## config.mk

```make
export PLATFORM = sky130hd
export DESIGN_NAME = mem_region_router
export DESIGN_NICKNAME = d
export VERILOG_FILES = /design/src/rtl/mem_region_router.sv
export SDC_FILE = /design/constraint.sdc
export NUM_CORES = 1
export LEC_CHECK = 0
export ABC_CLOCK_PERIOD_IN_PS = 1300
export CORE_ASPECT_RATIO = 0.7
export CORE_MARGIN = 1.5
export CORE_UTILIZATION = 33
export CTS_CLUSTER_DIAMETER = 80
export DETAILED_ROUTE_END_ITERATION = 10
export HOLD_SLACK_MARGIN = 0.12
export PLACE_DENSITY = 0.77
export SYNTH_ARGS = -nofsm -noshare
export SYNTH_HDL_FRONTEND = slang
export SYNTH_SLANG_ARGS = --single-unit
export TNS_END_PERCENT = 5
```

## constraint.sdc

```tcl
create_clock -name clk -period 1.3 [get_ports clk]
set_input_delay 0.26 -clock clk [delete_from_list [all_inputs] [get_ports clk]]
set_output_delay 0.26 -clock clk [all_outputs]
set_load 0.05 [all_outputs]
```

## src/rtl/mem_region_router.sv

```systemverilog
//==============================================================================
// Module   : mem_region_router
// Brief    : Registered address-region router for one CPU request at a time.
//            Define MEM_ROUTER_TIMEOUT_EN to bound the slave ack wait.
// Revision : 1.0 - initial release
//==============================================================================
`default_nettype none

module mem_region_router #(
    parameter int ADDR_W       = 32,
    parameter int DATA_W       = 32,
    parameter int NUM_REGIONS  = 4,
    parameter int REGION_SHIFT = 16,
    parameter int TIMEOUT      = 15
) (
    input  logic                          clk,
    input  logic                          rst,
    input  logic                          m_valid,
    input  logic [ADDR_W-1:0]             m_addr,
    input  logic                          m_we,
    input  logic [DATA_W-1:0]             m_wdata,
    output logic                          m_ready,
    output logic [DATA_W-1:0]             m_rdata,
    output logic                          m_err,
    output logic [NUM_REGIONS-1:0]        s_sel,
    output logic [ADDR_W-1:0]             s_addr,
    output logic                          s_we,
    output logic [DATA_W-1:0]             s_wdata,
    input  logic [NUM_REGIONS*DATA_W-1:0] s_rdata,
    input  logic [NUM_REGIONS-1:0]        s_ack
);

    localparam int IDX_W = ADDR_W - REGION_SHIFT;

    typedef enum logic [1:0] {
        ST_IDLE   = 2'd0,
        ST_ACCESS = 2'd1,
        ST_RESP   = 2'd2
    } state_t;

    state_t                 state;
    logic [IDX_W-1:0]       req_idx;
    logic [NUM_REGIONS-1:0] req_sel;
    logic                   req_mapped;
    logic                   ack_hit;
    logic                   tmo_expire;
    logic [DATA_W-1:0]      sel_rdata;

    assign req_idx = m_addr[ADDR_W-1:REGION_SHIFT];

    // Index compare is done wide so out-of-range upper bits never alias a region.
    always_comb begin
        req_sel = '0;
        for (int i = 0; i < NUM_REGIONS; i++) begin
            req_sel[i] = (64'(req_idx) == 64'(i));
        end
    end

    assign req_mapped = |req_sel;

    // s_sel is one-hot while waiting, so an AND-OR mux picks the live slice.
    always_comb begin
        sel_rdata = '0;
        for (int i = 0; i < NUM_REGIONS; i++) begin
            if (s_sel[i]) begin
                sel_rdata = sel_rdata | s_rdata[i*DATA_W +: DATA_W];
            end
        end
    end

    assign ack_hit = |(s_ack & s_sel);

`ifdef MEM_ROUTER_TIMEOUT_EN
    localparam int TMO_W = (TIMEOUT < 2) ? 1 : $clog2(TIMEOUT);
    logic [TMO_W-1:0] tmo_cnt;
    // Pre-increment compare: expiry fires in the TIMEOUT-th unacked cycle.
    assign tmo_expire = (tmo_cnt == TMO_W'(TIMEOUT - 1));
`else
    assign tmo_expire = 1'b0;
`endif

    always_ff @(posedge clk) begin
        if (rst) begin
            state   <= ST_IDLE;
            m_ready <= 1'b0;
            m_err   <= 1'b0;
            m_rdata <= '0;
            s_sel   <= '0;
            s_addr  <= '0;
            s_we    <= 1'b0;
            s_wdata <= '0;
`ifdef MEM_ROUTER_TIMEOUT_EN
            tmo_cnt <= '0;
`endif
        end else begin
            case (state)
                ST_IDLE: begin
                    if (m_valid) begin
                        s_addr  <= m_addr;
                        s_we    <= m_we;
                        s_wdata <= m_wdata;
`ifdef MEM_ROUTER_TIMEOUT_EN
                        tmo_cnt <= '0;
`endif
                        if (req_mapped) begin
                            s_sel <= req_sel;
                            state <= ST_ACCESS;
                        end else begin
                            m_err   <= 1'b1;
                            m_rdata <= '0;
                            m_ready <= 1'b1;
                            state   <= ST_RESP;
                        end
                    end
                end
                ST_ACCESS: begin
                    if (ack_hit) begin
                        m_rdata <= sel_rdata;
                        s_sel   <= '0;
                        m_ready <= 1'b1;
                        state   <= ST_RESP;
                    end else if (tmo_expire) begin
                        s_sel   <= '0;
                        m_err   <= 1'b1;
                        m_rdata <= '0;
                        m_ready <= 1'b1;
                        state   <= ST_RESP;
                    end else begin
`ifdef MEM_ROUTER_TIMEOUT_EN
                        tmo_cnt <= tmo_cnt + TMO_W'(1);
`endif
                    end
                end
                ST_RESP: begin
                    m_ready <= 1'b0;
                    m_err   <= 1'b0;
                    state   <= ST_IDLE;
                end
                default: begin
                    state <= ST_IDLE;
                end
            endcase
        end
    end

endmodule

`default_nettype wire

```

==> results.cfg, run 1 <==
[grt]
antenna_found_initial = 0
grt_pass1_wl_um = 28600
grtUsageTotal_pct = 25.1
grt_pass1_vias = 5460
grt_max_degree = 58
grt_overflow = 0

[worst_setup_path]
cp_top_family = compound AO/OA/AOI/OAI gates
r2r_slack_ps = -160
crit_buf_inv = 2
worstPathRequired_ps = 1540
cp_slowest_stage_delay_ps = 500
endpoint_kind = flop
slowest_stage = clkdlybuf4s50_1
critical_path_class = input port to flop
start_kind = input port
crit_fanout = 46
arrival_ps = 1730
cp_cell_sequence = clkdlybuf4s50_1 > a22oi_2 > a211o_2 > buf_12 > o32ai_1

[timing]
worst_pin_slew_ps = 407
setup_viol_count_final = 79
rsz0062_at_grt = true
slew_viol_final = 0
relSlewSlack_pct = 72.8
fin_crit_sh_pct = 115
fin_skew_ps = 6.71
final-hold-violation-count = 0
clock.fmax_ghz = 0.671
setup_ws_ps = -190
post-route-min-period_ps = 1490
fin_tns_setup_ps = -8440

[place]
place_ws_ps = -764
dp_cells = 990
hpwl_um = 13100
numPortBuffers = 302
gp_congestion = 0.795

[drt]
via_count = 5319
drc_errors = 0
antenna_left = 0
drtPass1Iterations = 4
wl_per_cell_um = 18.8
drt_iter0_drc = 207
wl_um = 19100
vias_per_cell = 5.23

[die]
dieHeight_um = 101
io-pin-count = 303
start_util_pct = 34.3
coreArea_um2 = 13300
die_x_um = 144
die-area_um2 = 14500
rows = 35

[clocking]
cts_buffers = 9
cts_buffer_depth = 2
cts_tree = yes
h-tree-depth = 3
insertion_delay_ps = 330
cts.sinks = 105
clk_pin_slew_ps = 70
cts-root-buf = clkbuf_16

[synth]
synth_warnings = 0
seq_area_frac_synth_pct = 46.1
synthArstFlopShare_pct = 0
synth_top_cell_area_share_pct = 46.1
synth_top_area_cell = dfxtp_1
syn_inst = 525
synth_ff_type = dfxtp_1
yosys.cell_count.top_type = nand2_1
synth_common_cells = nand2_1 (135), dfxtp_1 (105), a21oi_1 (67)
syn_nets = 725
synth-seq-cells = 105
synth_cell_type_count = 35
syn-mean-instance-area_um2 = 8.69
syn_area_um2 = 4560
synth_edf_count = 0
netlist_top_cells_area = dfxtp_1 (46%), nand2_1 (11%), a21oi_1 (7.4%)

[power]
p_leak_nw = 3.60
p_per_area_nw_per_um2 = 874
peakVddDrop_uv = 635

[finish]
nets = 1029
postLayoutCoreUtil_pct = 74.1
syn_to_final_growth_pct = 116
fin_cells = 1017
n_antenna_cell = 0
drive_gt1_share_pct = 28.4

[run_status]
failed_checks = setup timing
status = finished, violations left

[worst_hold_path]
hp-class = input port to flop

[flow_run]
drv_cap = 0
-- layout by cell type, fill, tap and decap left out, types with 2 or more instances in the layout --
cell	n
dfxtp_2	2
clkdlybuf4s50_1	183
inv_1	5
buf_12	115
o22ai_2	2
clkdlybuf4s15_1	2
nand2_2	13
a22oi_2	2
clkbuf_16	11
nand3b_1	32
buf_6	8
o21ai_1	2
dlymetal6s2s_1	2
nand3_1	4
nor2_1	2
a221oi_1	31
nor4_2	3
nor3b_4	2
bufinv_16	2
a22o_1	32
dfxtp_4	4
o32ai_1	16
buf_16	5
dlygate4sd2_1	11
a21oi_2	18
nand2_1	121
o32ai_2	16
a21oi_1	49
dfxtp_1	99
buf_4	21
-- through the flow --
step	cell area [µm²]	total power, W	hold slack (ps)
floorplan	4620	0.00421	339
global placement	8960	0.00548	478
detailed placement	8960	0.00552	484
CTS	9650	0.00863	304
global route	9860	0.00893	302
finish	9860	0.00862	308
-- flip-flops by register name, summed over array words and instances (netlist names) --
signal and count:
s_sel 4, s_wdata 32, m_ready 1, s_we 1, state 2, s_addr 32
m_err 1, m_rdata 32
-- power by group --
part           internal [W]  switching, W  total (W)
Sequential          0.00333      0.000137    0.00347
Combinational       0.00122      0.000962    0.00219
Clock               0.00179       0.00118    0.00297
Total               0.00634       0.00228    0.00862
-- metal layers --
layer / GRT usage (%) / share of wire [%] / vias up
met1: 29.5 / 40 / 2542
met3: 6.48 / 7.0 / 25
met2: 45.3 / 51 / 220
met4: 7.46 / 1.7 / 0
li1: - / - / 2532
met5: 0 / 0 / -
-- worst register-to-register path, cell delays in order (launching register included) --
cell	delay, ps
dfxtp_2	330
or3b_4	480
nor2_4	200
clkbuf_16	230
o32ai_1	100
-- logic make-up after synthesis --
group,count (synthesis),synth area share [%]
flops,105,46.1
simple gates,184,18.8
buf+inv,62,6.25
compound gates,174,28.8
-- worst paths after layout --
check / from / to / depth (start not counted)
worst max-delay path: s_ack[0] / m_rdata[7] / 5
worst min-delay path: m_addr[29] / s_addr[29] / 3
worst max register to register: state[1] / m_rdata[27] / 4
worst min register to register: s_addr[21] / s_addr[21] / 2
-- area by class of cell --
type | instances | area (µm²)
Timing Repair Buffer | 350 | 4730
Fill cell | 937 | 3450
Multi-Input combinational cell | 358 | 2440
Sequential cell | 105 | 2120
Clock buffer | 10 | 250
Tap cell | 185 | 231
Clock inverter | 4 | 73.8
Inverter | 5 | 18.8
-- what timing repair did --
action                                  CTS  global route
gates cloned                              6             0
endpoints found under the setup margin  109           109
setup buffers                             5             2
hold buffers                              0             0
pin swaps                                13             8
gates resized for setup                  53            48
No activity file was read; power rests on OpenSTA's default activity.
==> run 2: changes to the inputs <==
==> config.mk (replaced) <==
export PLATFORM = sky130hd
export DESIGN_NAME = mem_region_router
export DESIGN_NICKNAME = d
export VERILOG_FILES = /design/src/rtl/mem_region_router.sv
export SDC_FILE = /design/constraint.sdc
export NUM_CORES = 1
export LEC_CHECK = 0
export ABC_CLOCK_PERIOD_IN_PS = 1910
export CORE_AREA = 2 2 118 120
export CTS_CLUSTER_DIAMETER = 80
export DETAILED_ROUTE_END_ITERATION = 10
export DIE_AREA = 0 0 120 122
export HOLD_SLACK_MARGIN = 0.12
export PLACE_DENSITY = 0.76
export SYNTH_ARGS = -nofsm -noshare
export SYNTH_HDL_FRONTEND = slang
export SYNTH_SLANG_ARGS = --single-unit
export TNS_END_PERCENT = 5
==> constraint.sdc (replaced) <==
create_clock -name clk -period 1.91 [get_ports clk]
set_input_delay 0.382 -clock clk [delete_from_list [all_inputs] [get_ports clk]]
set_output_delay 0.382 -clock clk [all_outputs]
set_load 0.05 [all_outputs]
==> run 2 against run 1 <==
  * The run now ends clean
  * Count of clock-buffer cells in the layout down 1
  * Final area is 18% lower
  * Hold slack better by 84 ps
==> results.cfg, run 2 (synthesis gave the netlist of run 1 again) <==
[clocking]
h-tree-depth = 3
cts_tree = yes
clk_pin_slew_ps = 70
cts_buffer_depth = 2
cts.sinks = 105
cts_buffers = 9
hold_buffers = 0
cts-root-buf = clkbuf_16
insertion_delay_ps = 340

[finish]
fin_cells = 988
nets = 1003
final_cell_mix = clkdlybuf4s50_1 (236), nand2_1 (135), dfxtp_1 (105)
syn_to_final_growth_pct = 77.6
reg_top3 = m_rdata x32, s_addr x32, s_wdata x32
final_area_um2 = 8100
postLayoutCoreUtil_pct = 60.0
n_antenna_cell = 0
drive_gt1_share_pct = 11.5
final_common_cell = clkdlybuf4s50_1

[worst_setup_path]
cp_cell_sequence = clkdlybuf4s50_1
cp_slowest_stage_delay_ps = 830
reg2reg_from = s_sel[0]
endpoint_kind = primary output
cp_top_family = buffers and inverters
arrival_ps = 1510
timing.rr.end = m_rdata[0]
crit_start = s_wdata[11]
r2r_slack_ps = 290
slowest_stage = clkdlybuf4s50_1
critical_path_class = flop to primary output
start_kind = flop
r2r_cells = 4
crit_path_end = s_wdata[11]
worstPathRequired_ps = 1530
crit_buf_inv = 1
critical_path_depth = 1
crit_fanout = 2

[drt]
via_count = 5170
drt_iter0_drc = 334
drc_errors = 0
antenna_left = 0
wl_um = 16700
drtPass1Iterations = 5
vias_per_cell = 5.23
wl_per_cell_um = 16.9

[timing]
whs_ps = 392
fin_skew_ps = 6.22
setup_viol_count_final = 0
clock.fmax_ghz = 0.529
post-route-min-period_ps = 1890
worst_pin_slew_ps = 607
relSlewSlack_pct = 59.5
fin_crit_sh_pct = 99.0
slew_viol_final = 0
final-hold-violation-count = 0

[power]
p_per_area_nw_per_um2 = 651
peakVddDrop_uv = 525
power.total_w = 0.00527
p_leak_nw = 3.28

[die]
die_x_um = 120
dieHeight_um = 122
coreArea_um2 = 13500
start_util_pct = 33.8
rows = 43
die-area_um2 = 14600
io-pin-count = 303

[grt]
grt_max_degree = 71
grtUsageTotal_pct = 21.7
antenna_found_initial = 0
grt_pass1_vias = 4904
grt_pass1_wl_um = 25500
grt_overflow = 0

[flow_run]
drv_cap = 0

[place]
dpl_cell_area_um2 = 7750
dp_cells = 972
numPortBuffers = 302
gp_congestion = 0.919
hpwl_um = 12600

[run_status]
status = completed

[worst_hold_path]
hp-class = input port to flop
run 2: cell count changes in the layout (fill, tap and decap cells not counted), sizes merged, moves of 3 or more:
cell / before / now
dlymetal6s2s: 2 / 25
inv: 6 / 9
clkdlybuf4s50: 183 / 236
dlygate4sd2: 11 / 1
buf: 150 / 62
run 2: cell type report:
type	instances	area (µm²)
Timing Repair Buffer	324	3290
Tap cell	180	225
Multi-Input combinational cell	358	2180
Inverter	5	18.8
Sequential cell	105	2100
Clock buffer	9	225
Clock inverter	7	61.3
Fill cell	1144	5400
run 2: per-stage QoR:
step | setup TNS (ps) | worst slack (ps)
after detailed placement | -11620 | -197
after floorplan | 0 | 33.4
final | 0 | 19.6
after CTS | 0 | 4.38
after global placement | -9480 | -186
after global routing | -0.00278 | -0.00278
run 2: routing by layer:
metal / routed length, µm / part of all wire (%) / up-vias / GRT usage [%]
met5: 0 / 0 / - / 0
met4: 308 / 1.8 / 0 / 7.06
met3: 913 / 5.5 / 26 / 3.60
met2: 8610 / 52 / 197 / 39.5
met1: 6870 / 41 / 2470 / 25.9
li1: - / - / 2477 / -
run 2: worst min path at each step:
| stage | start | end | cells after the start |
|---|---|---|---|
| after detailed placement | s_wdata[13] | s_wdata[13] | 2 |
| after global routing | rst | state[1] | 2 |
| after floorplan | m_addr[17] | s_sel[1] | 1 |
| final | rst | s_wdata[10] | 2 |
| after CTS | rst | s_wdata[10] | 2 |
| after global placement | s_addr[18] | s_addr[18] | 2 |
run 2: timing repair:
| item | CTS | global route |
|---|---|---|
| gates resized for setup | 1 | 25 |
| buffers inserted | 0 | 0 |
| setup endpoints to repair | 1 | 25 |
run 2: report_power, final:
part | internal [W] | total (W) | switching (W)
sequential | 0.00227 | 0.00232 | 0.0000456
clock | 0.000914 | 0.00180 | 0.000883
combinational | 0.000581 | 0.00116 | 0.000577
==> run 3: changes to the inputs <==
--- a/config.mk
+++ b/config.mk
@@ -12,6 +12,7 @@
 export DIE_AREA = 0 0 120 122
 export HOLD_SLACK_MARGIN = 0.12
 export PLACE_DENSITY = 0.76
+export RECOVER_POWER = 25
 export SYNTH_ARGS = -nofsm -noshare
 export SYNTH_HDL_FRONTEND = slang
 export SYNTH_SLANG_ARGS = --single-unit
==> run 3 against run 2 <==
  * Core utilization decreased by 1.9 points
  * Worst setup slack got worse by 12 ps
  * Clock skew decreased by 0.55 ps
  * Wire length decreased by 0.19%
  * Final area decreased by 3.1%
  * Count of clock-buffer cells in the layout unchanged
  * Largest power group unchanged
  * Sequential share of layout area increased by 0.84 points
  * Sequential power about the same
  * Sequential cell count unchanged
  * Via count about the same
  * Critical path depth unchanged
==> results.cfg, run 3 (synthesis gave the netlist of run 1 again) <==
[timing]
final-hold-violation-count = 0
clock.fmax_ghz = 0.526
worst_pin_slew_ps = 676
relSlewSlack_pct = 55.1
post-route-min-period_ps = 1900
slew_viol_final = 0
setup_viol_count_final = 0
fin_skew_ps = 5.67
fin_crit_sh_pct = 99.6

[worst_setup_path]
crit_start = s_wdata[11]
worstPathRequired_ps = 1530
cp_cell_sequence = clkdlybuf4s50_1
slowest_stage = clkdlybuf4s50_1
reg2reg_from = s_sel[0]
cp_top_family = buffers and inverters
crit_fanout = 2
r2r_cells = 4
start_kind = flop
timing.rr.end = m_rdata[0]
arrival_ps = 1520
r2r_slack_ps = 280
critical_path_class = flop to primary output
cp_slowest_stage_delay_ps = 840
crit_buf_inv = 1
endpoint_kind = primary output

[grt]
grt_max_degree = 71
met1_usage_pct = 25.9
use_met2_pct = 39.5
top_usage_layer = met2
grt_pass1_vias = 4904
grtUsageMet3_pct = 3.60
grt_pass1_wl_um = 25500
grt_overflow = 0
antenna_found_initial = 0
grtUsageTotal_pct = 21.7

[run_status]
status = completed

[clocking]
insertion_delay_ps = 340
cts_setup_buffers = 0
cts-root-buf = clkbuf_16
cts.sinks = 105
cts_buffer_depth = 2
cts_buffers = 9
cts_tree = yes
hold_buffers = 0
clk_pin_slew_ps = 70
h-tree-depth = 3

[die]
dieHeight_um = 122
rows = 43
coreArea_um2 = 13500
die_x_um = 120
io-pin-count = 303
start_util_pct = 33.8
die-area_um2 = 14600

[place]
numPortBuffers = 302
hpwl_um = 12600
dpl_cell_area_um2 = 7750
gp_congestion = 0.919

[power]
pwr-share-comb_pct = 21.6
swShare_pct = 28.7
peakVddDrop_uv = 523
p_per_area_nw_per_um2 = 669
p_switching_w = 0.00151
clkPwrFrac_pct = 34.3
p_seq_share_pct = 44.2
p_int_w = 0.00374
p_leak_nw = 2.88
power.total_w = 0.00525

[drt]
via_count = 5166
drt_iter0_drc = 331
antenna_left = 0
wl_per_cell_um = 16.9
drc_errors = 0
drtPass1Iterations = 5
vias_per_cell = 5.23
wl_um = 16700

[worst_hold_path]
hp-class = input port to flop
holdCritStartpoint = rst
min_path_cells = 2
whs_endpoint = s_wdata[10]

[finish]
final_area_um2 = 7850
drive_gt1_share_pct = 7.18
final_cell_mix = clkdlybuf4s50_1 (236), nand2_1 (135), dfxtp_1 (105)
n_antenna_cell = 0
final_common_cell = clkdlybuf4s50_1
syn_to_final_growth_pct = 72.0
nets = 1003
reg_top3 = m_rdata x32, s_addr x32, s_wdata x32

[flow_run]
drv_cap = 0
run 3: cell type report:
cell class	instances	area, µm²
Clock buffer	9	225
Clock inverter	7	61.3
Fill cell	1193	5660
Inverter	5	18.8
Multi-Input combinational cell	358	2180
Sequential cell	105	2100
Tap cell	180	225
Timing Repair Buffer	324	3030
run 3: what timing repair did:
| action | CTS | global route |
|---|---|---|
| resized for setup | 1 | 25 |
| setup endpoints to repair | 1 | 25 |
| pin swaps | 0 | 0 |
run 3: stage by stage:
stage	TNS [ps]	utilization (%)	worst slack [ps]	cells	hold WS, ps
6_report	0	58.1	7.46	988	390
2_1_floorplan	0	-	33.4	525	471
3_5_place_dp	-11620	57.4	-197	972	449
3_3_place_gp	-9480	57.4	-186	972	443
4_1_cts	0	59.5	4.38	988	377
5_1_grt	-0.00278	58.1	-0.00278	988	410
run 3: metal layers:
| metal | vias to the layer above | share of wire, % | routed length [µm] |
|---|---|---|---|
| li1 | 2477 | - | - |
| met1 | 2452 | 41 | 6820 |
| met2 | 213 | 51 | 8570 |
| met3 | 24 | 5.9 | 977 |
| met4 | 0 | 1.8 | 296 |
| met5 | - | 0 | 0 |
run 3: how the worst max path moves through the flow:
stage | cells after the start | to | slack, ps
finish | 1 | s_wdata[11] | 7
global route | 1 | s_wdata[0] | -0.003
CTS | 1 | s_wdata[21] | 4
detailed placement | 6 | state[0] | -200
global placement | 7 | state[0] | -190
floorplan | 7 | m_rdata[12] | 30
run 3: power by group through the flow:
stage               Combinational (W)  Clock [W]  Sequential, W
floorplan                    0.000224          0        0.00265
global placement              0.00115          0        0.00237
detailed placement            0.00116          0        0.00237
CTS                           0.00116    0.00183        0.00232
global route                  0.00119    0.00192        0.00233
finish                        0.00113    0.00180        0.00232
